`src/rtl/imem_loader_pkg.sv`:
```
// imem_loader_pkg: shared FSM state type and word geometry for the instruction-memory loader
package imem_loader_pkg;
  typedef enum logic [2:0] {IDLE, LOAD, WRITE, CHECK, DONE, ERROR} state_t;
  localparam int WORD_BYTES = 4;
endpackage

```
`src/rtl/imem_loader_byte_packer.sv`:
```
// imem_loader_byte_packer: big-endian byte-to-word shift register with byte index and XOR checksum
module imem_loader_byte_packer (
  input  logic        CLK,
  input  logic        RESET,
  input  logic        clr,
  input  logic        en,
  input  logic [7:0]  din,
  output logic [31:0] next_word,
  output logic [1:0]  idx,
  output logic [7:0]  cksum
);
  logic [23:0] acc;
  always_comb next_word = {acc, din};
  always_ff @(posedge CLK) begin
    if (RESET || clr) begin
      acc   <= '0;
      idx   <= '0;
      cksum <= '0;
    end else if (en) begin
      acc   <= next_word[23:0];
      idx   <= idx + 2'd1;
      cksum <= cksum ^ din;
    end
  end
endmodule

```
`src/rtl/imem_loader.sv`:
```
// imem_loader: streams a checksummed big-endian program into instruction memory while holding the CPU in reset
module imem_loader
  import imem_loader_pkg::*;
#(
  parameter int ADDR_W    = 10,
  parameter int MAX_WORDS = 256
) (
  input  logic              CLK,
  input  logic              RESET,
  input  logic              start,
  input  logic [ADDR_W-1:0] base_addr,
  input  logic [15:0]       word_count,
  input  logic              in_valid,
  input  logic [7:0]        in_data,
  output logic              in_ready,
  output logic              mem_we,
  output logic [ADDR_W-1:0] mem_addr,
  output logic [31:0]       mem_wdata,
  output logic              cpu_hold,
  output logic              busy,
  output logic              done,
  output logic              error
);
  localparam int EW = ADDR_W + 18;
  state_t state, next;
  logic [ADDR_W-1:0] base;
  logic [15:0] count, word_idx;
  logic [31:0] next_word;
  logic [1:0] idx;
  logic [7:0] cksum;
  logic [EW-1:0] end_addr;
  logic can_start, xfer, last_byte, ok;
  always_comb begin
    can_start = state inside {IDLE, DONE, ERROR};
    xfer      = in_valid && in_ready;
    last_byte = state == LOAD && xfer && idx == 2'd3;
    end_addr  = EW'(base_addr) + EW'(word_count) * EW'(WORD_BYTES);
    ok        = word_count != 16'd0 && word_count <= 16'(MAX_WORDS) &&
                base_addr[1:0] == 2'b00 && end_addr <= (EW'(1) << ADDR_W);
  end
  imem_loader_byte_packer u_packer (
    .CLK      (CLK),
    .RESET    (RESET),
    .clr      (start && can_start),
    .en       (state == LOAD && xfer),
    .din      (in_data),
    .next_word(next_word),
    .idx      (idx),
    .cksum    (cksum)
  );
  always_ff @(posedge CLK) begin
    if (RESET) begin
      state     <= IDLE;
      base      <= '0;
      count     <= '0;
      word_idx  <= '0;
      mem_addr  <= '0;
      mem_wdata <= '0;
    end else begin
      state <= next;
      if (start && can_start && ok) begin
        base     <= base_addr;
        count    <= word_count;
        word_idx <= '0;
      end
      if (last_byte) begin
        mem_addr  <= base + ADDR_W'(word_idx * WORD_BYTES);
        mem_wdata <= next_word;
      end
      if (state == WRITE) word_idx <= word_idx + 16'd1;
    end
  end
  always_comb begin
    next = state;
    case (state)
      IDLE, DONE, ERROR: if (start) next = ok ? LOAD : ERROR;
      LOAD:              if (last_byte) next = WRITE;
      WRITE:             next = word_idx + 16'd1 == count ? CHECK : LOAD;
      CHECK:             if (xfer) next = in_data == cksum ? DONE : ERROR;
      default:           next = IDLE;
    endcase
  end
  always_comb begin
    in_ready = state == LOAD || state == CHECK;
    mem_we   = state == WRITE;
    busy     = state inside {LOAD, WRITE, CHECK};
    done     = state == DONE;
    error    = state == ERROR;
    cpu_hold = state != DONE;
  end
endmodule

```
`config.mk`:
```
export PLATFORM = sky130hd
export DESIGN_NAME = imem_loader
export DESIGN_NICKNAME = d
export VERILOG_FILES = /design/src/rtl/imem_loader_pkg.sv /design/src/rtl/imem_loader_byte_packer.sv /design/src/rtl/imem_loader.sv
export SDC_FILE = /design/constraint.sdc
export NUM_CORES = 1
export LEC_CHECK = 0
export ABC_AREA = 1
export CAP_MARGIN = 25
export CORE_ASPECT_RATIO = 1.5
export CORE_MARGIN = 1.5
export CORE_UTILIZATION = 35
export CTS_BUF_LIST = sky130_fd_sc_hd__clkbuf_8
export DETAILED_ROUTE_END_ITERATION = 7
export PLACE_DENSITY = 0.67
export SYNTH_ARGS = -nofsm -noshare
export SYNTH_HDL_FRONTEND = slang
export SYNTH_SLANG_ARGS = --single-unit
```
`constraint.sdc`:
```
create_clock -name CLK -period 2.1 [get_ports CLK]
set_input_delay 0.21 -clock CLK [delete_from_list [all_inputs] [get_ports CLK]]
set_output_delay 0.21 -clock CLK [all_outputs]
set_load 0.05 [all_outputs]
```
==> results of run 1 <==
-- cell type report --
cell class              instances  area (um^2)
multi-input cells             626         3170
well taps                     206          258
fillers                      1664         8600
clock inverters                 9         76.3
flip-flops and latches        121         2430
clock buffers                  21          289
inverters                      73          274
repair buffers                128         1230
-- cells in the final DEF, fill, tap and decap left out, types with 3 or more instances in the layout --
cell,synthesis,routed
dfxtp_1,121,116
buf_12,0,4
dfxtp_2,0,4
nor2_2,1,8
clkbuf_8,0,21
nand4_1,8,8
ha_4,0,6
dlymetal6s2s_1,0,5
nand2_1,267,262
inv_2,3,3
buf_4,3,40
o21ai_0,18,15
nand2_2,0,5
clkinv_2,0,3
nand3_1,75,74
nor4_1,3,3
ha_1,17,10
nor2_1,82,75
buf_6,1,5
clkdlybuf4s50_1,0,66
o21ai_1,10,11
o21bai_1,3,3
a21oi_1,101,101
o21ai_2,1,3
xor2_1,12,12
xnor2_1,6,6
nor3_1,3,3
inv_1,69,71
dlygate4sd2_1,0,5
-- worst paths after layout --
check                            start                         to  slack (ns)  depth (start not counted)
setup / recovery          base_addr[9]  word_idx[13]$_SDFFE_PP0P_         0.1                         14
hold / removal            base_addr[2]       base[2]$_SDFFE_PP0P_        0.01                          3
setup reg to reg  base[2]$_SDFFE_PP0P_   mem_addr[8]$_SDFFE_PP0P_        0.16                         11
hold reg to reg   base[1]$_SDFFE_PP0P_       base[1]$_SDFFE_PP0P_        0.45                          2
-- flip-flops by register name, indices dropped and copies added, names as in the netlist --
| name | count |
|---|---|
| base | 10 |
| count | 16 |
| mem_addr | 10 |
| mem_wdata | 32 |
| state | 3 |
| u_packer.acc | 24 |
| u_packer.cksum | 8 |
| u_packer.idx | 2 |
| word_idx | 16 |
-- power by group --
| group | switching, mW | internal (mW) | leakage [nW] |
|---|---|---|---|
| registers | 0.0707 | 2.35 | 0.978 |
| clock network | 0.894 | 1.03 | 0.192 |
| logic | 0.754 | 0.394 | 1.96 |
| total | 1.72 | 3.78 | 3.13 |
-- stage by stage --
step / std cells / util (%)
2_1_floorplan: 855 / -
3_3_place_gp: 1150 / 43.9
4_1_cts: 1184 / 46.8
3_5_place_dp: 1150 / 43.9
5_1_grt: 1184 / 47.4
6_report: 1184 / 47.4
-- worst max-delay path, cell delays in order --
cell and delay [ns]:
clkdlybuf4s50_1 0.44, ha_1 0.37, buf_4 0.13, nand2_1 0.04
nor2_1 0.09, nand2_1 0.10, nand3_1 0.09, nand2_1 0.09
a21oi_4 0.17, buf_4 0.14, nand3b_4 0.10, buf_8 0.17
nand3_1 0.07, a21oi_1 0.07
-- routing by layer --
layer  track usage, %  up-vias  share of wire [%]
met1             20.3     2568                 41
met4             7.48        0                2.4
li1                 -     2986                  -
met2             32.6      132                 52
met5                0        -                  0
met3             3.89       24                4.6
-- kinds of logic after synthesis --
family | share of synthesized area (%)
simple gates | 31.9
compound gates | 12.6
flops | 41.1
buf+inv | 7.37
fa+ha+maj | 4.29
xor+xnor | 2.68
-- timing repair --
item	in CTS	in global routing
hold buffers	0	0
resized for setup	24	44
pin swaps	8	19
cloned	1	0
endpoints found under the setup margin	45	45
buffers inserted	3	2
==> impl_metrics.yaml, run 1 <==
synthesis:
  ys_seq_area_share_pct: 41.1
  synthesis.nets: 912
  ys_ff_latch: 121
  yosysWarnings: 0
  avgSynthCellArea_um2: 6.89
  synth_edf_count: 0
  ys_types: 40
  synthArstFlopShare_pct: 0
  synthTopCellsByCount: "nand2_1, dfxtp_1, a21oi_1"
  yosys-top-cells-area: "dfxtp_1, nand2_1, a21oi_1"
  synth_top_area_share_pct: 41.1
  synthFlopType: "dfxtp_1"
  post-synth-top-count-cell: "nand2_1"
  synth_area_mm2: 0.00589
  syn_inst: 855
  yosys.area.top_type: "dfxtp_1"
finish:
  drive_gt1_share_pct: 12.5
  final_nets: 1024
  diodes: 0
  final_area_mm2: 0.00773
  syn2layout_area_growth_pct: 31.3
die:
  ios: 86
  coreArea_mm2: 0.0163
  initial_utilization_pct: 36.1
  die_h_um: 162
  fp.dieArea_mm2: 0.0176
  die_w_um: 109
  num_rows: 57
clocking:
  cts_num_sinks: 121
  tritoncts: "done"
  cts-root-buf: "clkbuf_8"
  cts.path.max_buffers: 2
  clkTransAtPathRegs_ns: 0.07
  cts_htree_levels: 4
  clk_latency_ns: 0.43
  cts_buffers: 17
timing:
  setup_ws_ns: 0.0952
  fin_hold_ws_ns: 0.0142
  hold_viol_final: 0
  tns_ns: 0
  finalCritPeriodShare_pct: 95.5
  grt_setup_unrepaired: "true"
  worstMarginPinSlew_ns: 0.599
  setup_violations: 0
  final.min_clock_period_ns: 2.00
  fmax_mhz: 499
  clock_skew_ns: 0.00773
  drv_slew: 0
  relSlewSlack_pct: 60.1
pwr:
  vdd_ir_drop_max_mv: 0.406
  leakagePower_nw: 3.13
  power_mw: 5.50
  power_density_mw_per_mm2: 711
routing:
  detail_route.iter0.violations: 291
  num_vias: 5710
  via_per_inst: 4.82
  first_pass_iters: 4
  final_antenna_net_count: 0
  wl_um: 15500
  drc_errors: 0
  wl_per_cell_um: 13.1
placed_design:
  dp_worst_setup_slack_ns: -0.654
  dp_hpwl_um: 11000
  postPlaceCellArea_mm2: 0.00716
  gp_congestion: 0.855
  io_buffers: 85
grt:
  grt_max_degree: 54
  grt_pass1_wl_um: 25300
  grt_util_all_layers_pct: 18.1
  antenna_found_initial: 0
  grt_overflow: 0
  first_global_vias: 5376
worst_setup_path:
  crit_fanout: 16
  crit_path_start_kind: "input port"
  arrival_ns: 2.29
  end_kind: "register"
  criticalPathCategory: "in -> reg"
  required_ns: 2.38
worst_hold_path:
  hp-class: "in -> reg"
outcome:
  status: "finished, final reports clean"
flow_run:
  cap_violations: 0
(Power assumes the default switching activity.)
==> run 2: changes to the inputs <==
--- a/config.mk
+++ b/config.mk
@@ -8,7 +8,7 @@
 export ABC_AREA = 1
 export CAP_MARGIN = 25
 export CORE_ASPECT_RATIO = 1.5
-export CORE_MARGIN = 1.5
+export CORE_MARGIN = 5
 export CORE_UTILIZATION = 35
 export CTS_BUF_LIST = sky130_fd_sc_hd__clkbuf_8
 export DETAILED_ROUTE_END_ITERATION = 7
==> run 2 against run 1 <==
Utilization is 1.4 points higher; flip-flop and latch count stayed put; sequential share of layout area is 1.6 points lower; count of clock-buffer cells in the layout is 3 lower; register-to-register slack worse by 0.04 ns; non-clock buffer count is 16 higher; first-iteration DRC count is 1.0% higher; wire length is 9.0% higher; clock skew is 0.0051 ns higher; worst setup slack worse by 0.034 ns; cell count is 1.9% higher; largest cell class unchanged; largest power group unchanged; highest routed layer unchanged.
==> impl_metrics.yaml, run 2 (synthesized netlist as in run 1, its figures left out) <==
outcome:
  status: "finished, final reports clean"
timing:
  finalCritPeriodShare_pct: 97.1
  fmax_mhz: 490
  setup_ws_ns: 0.0612
  grt_setup_unrepaired: "true"
  relSlewSlack_pct: 57.0
  final.min_clock_period_ns: 2.04
  worstMarginPinSlew_ns: 0.644
  hold_viol_final: 0
  setup_violations: 0
  drv_slew: 0
  clock_skew_ns: 0.0128
clocking:
  cts-root-buf: "clkbuf_8"
  cts_num_sinks: 121
  tritoncts: "done"
  clk_latency_ns: 0.44
  cts_htree_levels: 4
  holdBufCountCts: 0
  cts.path.max_buffers: 2
  clkTransAtPathRegs_ns: 0.08
  cts_buffers: 17
placed_design:
  io_buffers: 85
  dp_hpwl_um: 11500
  dp_worst_setup_slack_ns: -0.635
  postPlaceCellArea_mm2: 0.00719
  gp_congestion: 0.854
die:
  ios: 86
  die_h_um: 169
  die_w_um: 116
  num_rows: 58
  coreArea_mm2: 0.0167
  fp.dieArea_mm2: 0.0196
  initial_utilization_pct: 35.3
finish:
  final_nets: 1040
  layout_commonest_cell: "nand2_1"
  final_area_mm2: 0.00814
  syn2layout_area_growth_pct: 38.2
  mostFrequentLayoutCells: "nand2_1, dfxtp_1, a21oi_1"
  diodes: 0
  largest_register: "mem_wdata"
  largestRegisters: "mem_wdata x32, u_packer.acc x24"
  largest_reg_flops: 32
  drive_gt1_share_pct: 15.6
routing:
  num_vias: 5909
  wl_per_cell_um: 14.0
  final_antenna_net_count: 0
  wl_um: 16900
  detail_route.iter0.violations: 294
  first_pass_iters: 4
  drc_errors: 0
  via_per_inst: 4.90
worst_setup_path:
  crit_path_start_kind: "input port"
  crit_path_top_delay_cell: "clkdlybuf4s50_1"
  required_ns: 2.47
  crit_fanout: 6
  criticalPathCategory: "in -> reg"
  cp_common_cell: "nand2_1"
  crit_buf_inv: 4
  end_kind: "register"
  path_cells: "clkdlybuf4s50_1, ha_4, nand2_1, nor2_1, nand2_1, o211ai_1, xor2_1, o21ai_2, buf_4, nand3b_4, buf_6, clkbuf_16, nand3_2, a21oi_1"
  slowest_delay_ns: 0.49
  r2r-start: "word_idx[0]$_SDFFE_PP0P_"
  critPathTopFamily: "buffers and inverters"
  crit_path_start: "base_addr[9]"
  arrival_ns: 2.41
pwr:
  power_density_mw_per_mm2: 717
  vdd_ir_drop_max_mv: 0.533
  swShare_pct: 31.9
  power_frac_clock_pct: 39.0
  power_switching_mw: 1.86
  leakagePower_nw: 3.31
  combPwrFrac_pct: 19.6
  p_seq_share_pct: 41.4
  internal_power_mw: 3.97
grt:
  grt_pass1_wl_um: 26900
  antenna_found_initial: 0
  grt_overflow: 0
  grt_util_all_layers_pct: 17.2
  first_global_vias: 5754
  grt_max_degree: 54
worst_hold_path:
  hp-class: "in -> reg"
  hp-start: "base_addr[2]"
flow_run:
  cap_violations: 0
-- run 2: what timing repair did --
action | in CTS | in global routing
setup endpoints to repair | 47 | 46
pin swaps | 10 | 6
buffers inserted | 4 | 7
gates resized for setup | 30 | 64
cloned | 3 | 4
-- run 2: metrics by stage --
step | TNS, ns | hold slack, ns | utilization (%) | instances | power (mW)
after floorplan | 0 | 0.345 | - | 855 | 3.19
after global placement | -23.78 | 0.442 | 43.1 | 1157 | 3.59
after detailed placement | -25.41 | 0.452 | 43.1 | 1157 | 3.60
after CTS | 0 | 0.135 | 46.7 | 1195 | 5.88
after global routing | -0.0490 | 0.0128 | 48.8 | 1206 | 6.11
final | 0 | 0.00891 | 48.8 | 1206 | 5.83
-- run 2: final timing paths --
kind / endpoint / slack [ns] / cells past startpoint
worst min register to register: base[1]$_SDFFE_PP0P_ / 0.46 / 2
worst max-delay path: word_idx[11]$_SDFFE_PP0P_ / 0.06 / 14
worst max register to register: mem_addr[8]$_SDFFE_PP0P_ / 0.12 / 11
worst min-delay path: base[2]$_SDFFE_PP0P_ / 0.009 / 3
-- run 2: area by class of cell --
type,count,area (um^2)
Fill cell,1640,8550
Multi-Input combinational cell,626,3260
Sequential cell,121,2430
Timing Repair Buffer,144,1480
Inverter,73,274
Tap cell,210,263
Clock buffer,18,248
Clock inverter,14,184
-- run 2: power groups by stage --
stage          clock, mW  sequential, mW  combinational [mW]
3_3_place_gp           0            2.47                1.12
5_1_grt             2.43            2.43                1.25
3_5_place_dp           0            2.47                1.12
2_1_floorplan          0            2.44               0.746
6_report            2.27            2.42                1.14
4_1_cts             2.33            2.42                1.13
-- run 2: layer usage --
metal	vias up	GRT usage [%]	routed length, um
met4	0	6.41	449
met3	32	4.18	851
li1	3029	-	-
met1	2707	18.6	6720
met5	-	0	0
met2	141	31.7	8870
-- run 2: worst reg2reg max path, stage by stage, from the launching register on --
cell	delay (ns)
dfxtp_2	0.38
ha_1	0.18
inv_1	0.05
fa_1	0.41
o21ai_1	0.20
nand2_1	0.08
a21oi_1	0.14
nor2_1	0.08
nand2_1	0.06
nand2_1	0.06
o221ai_1	0.18
inv_1	0.06
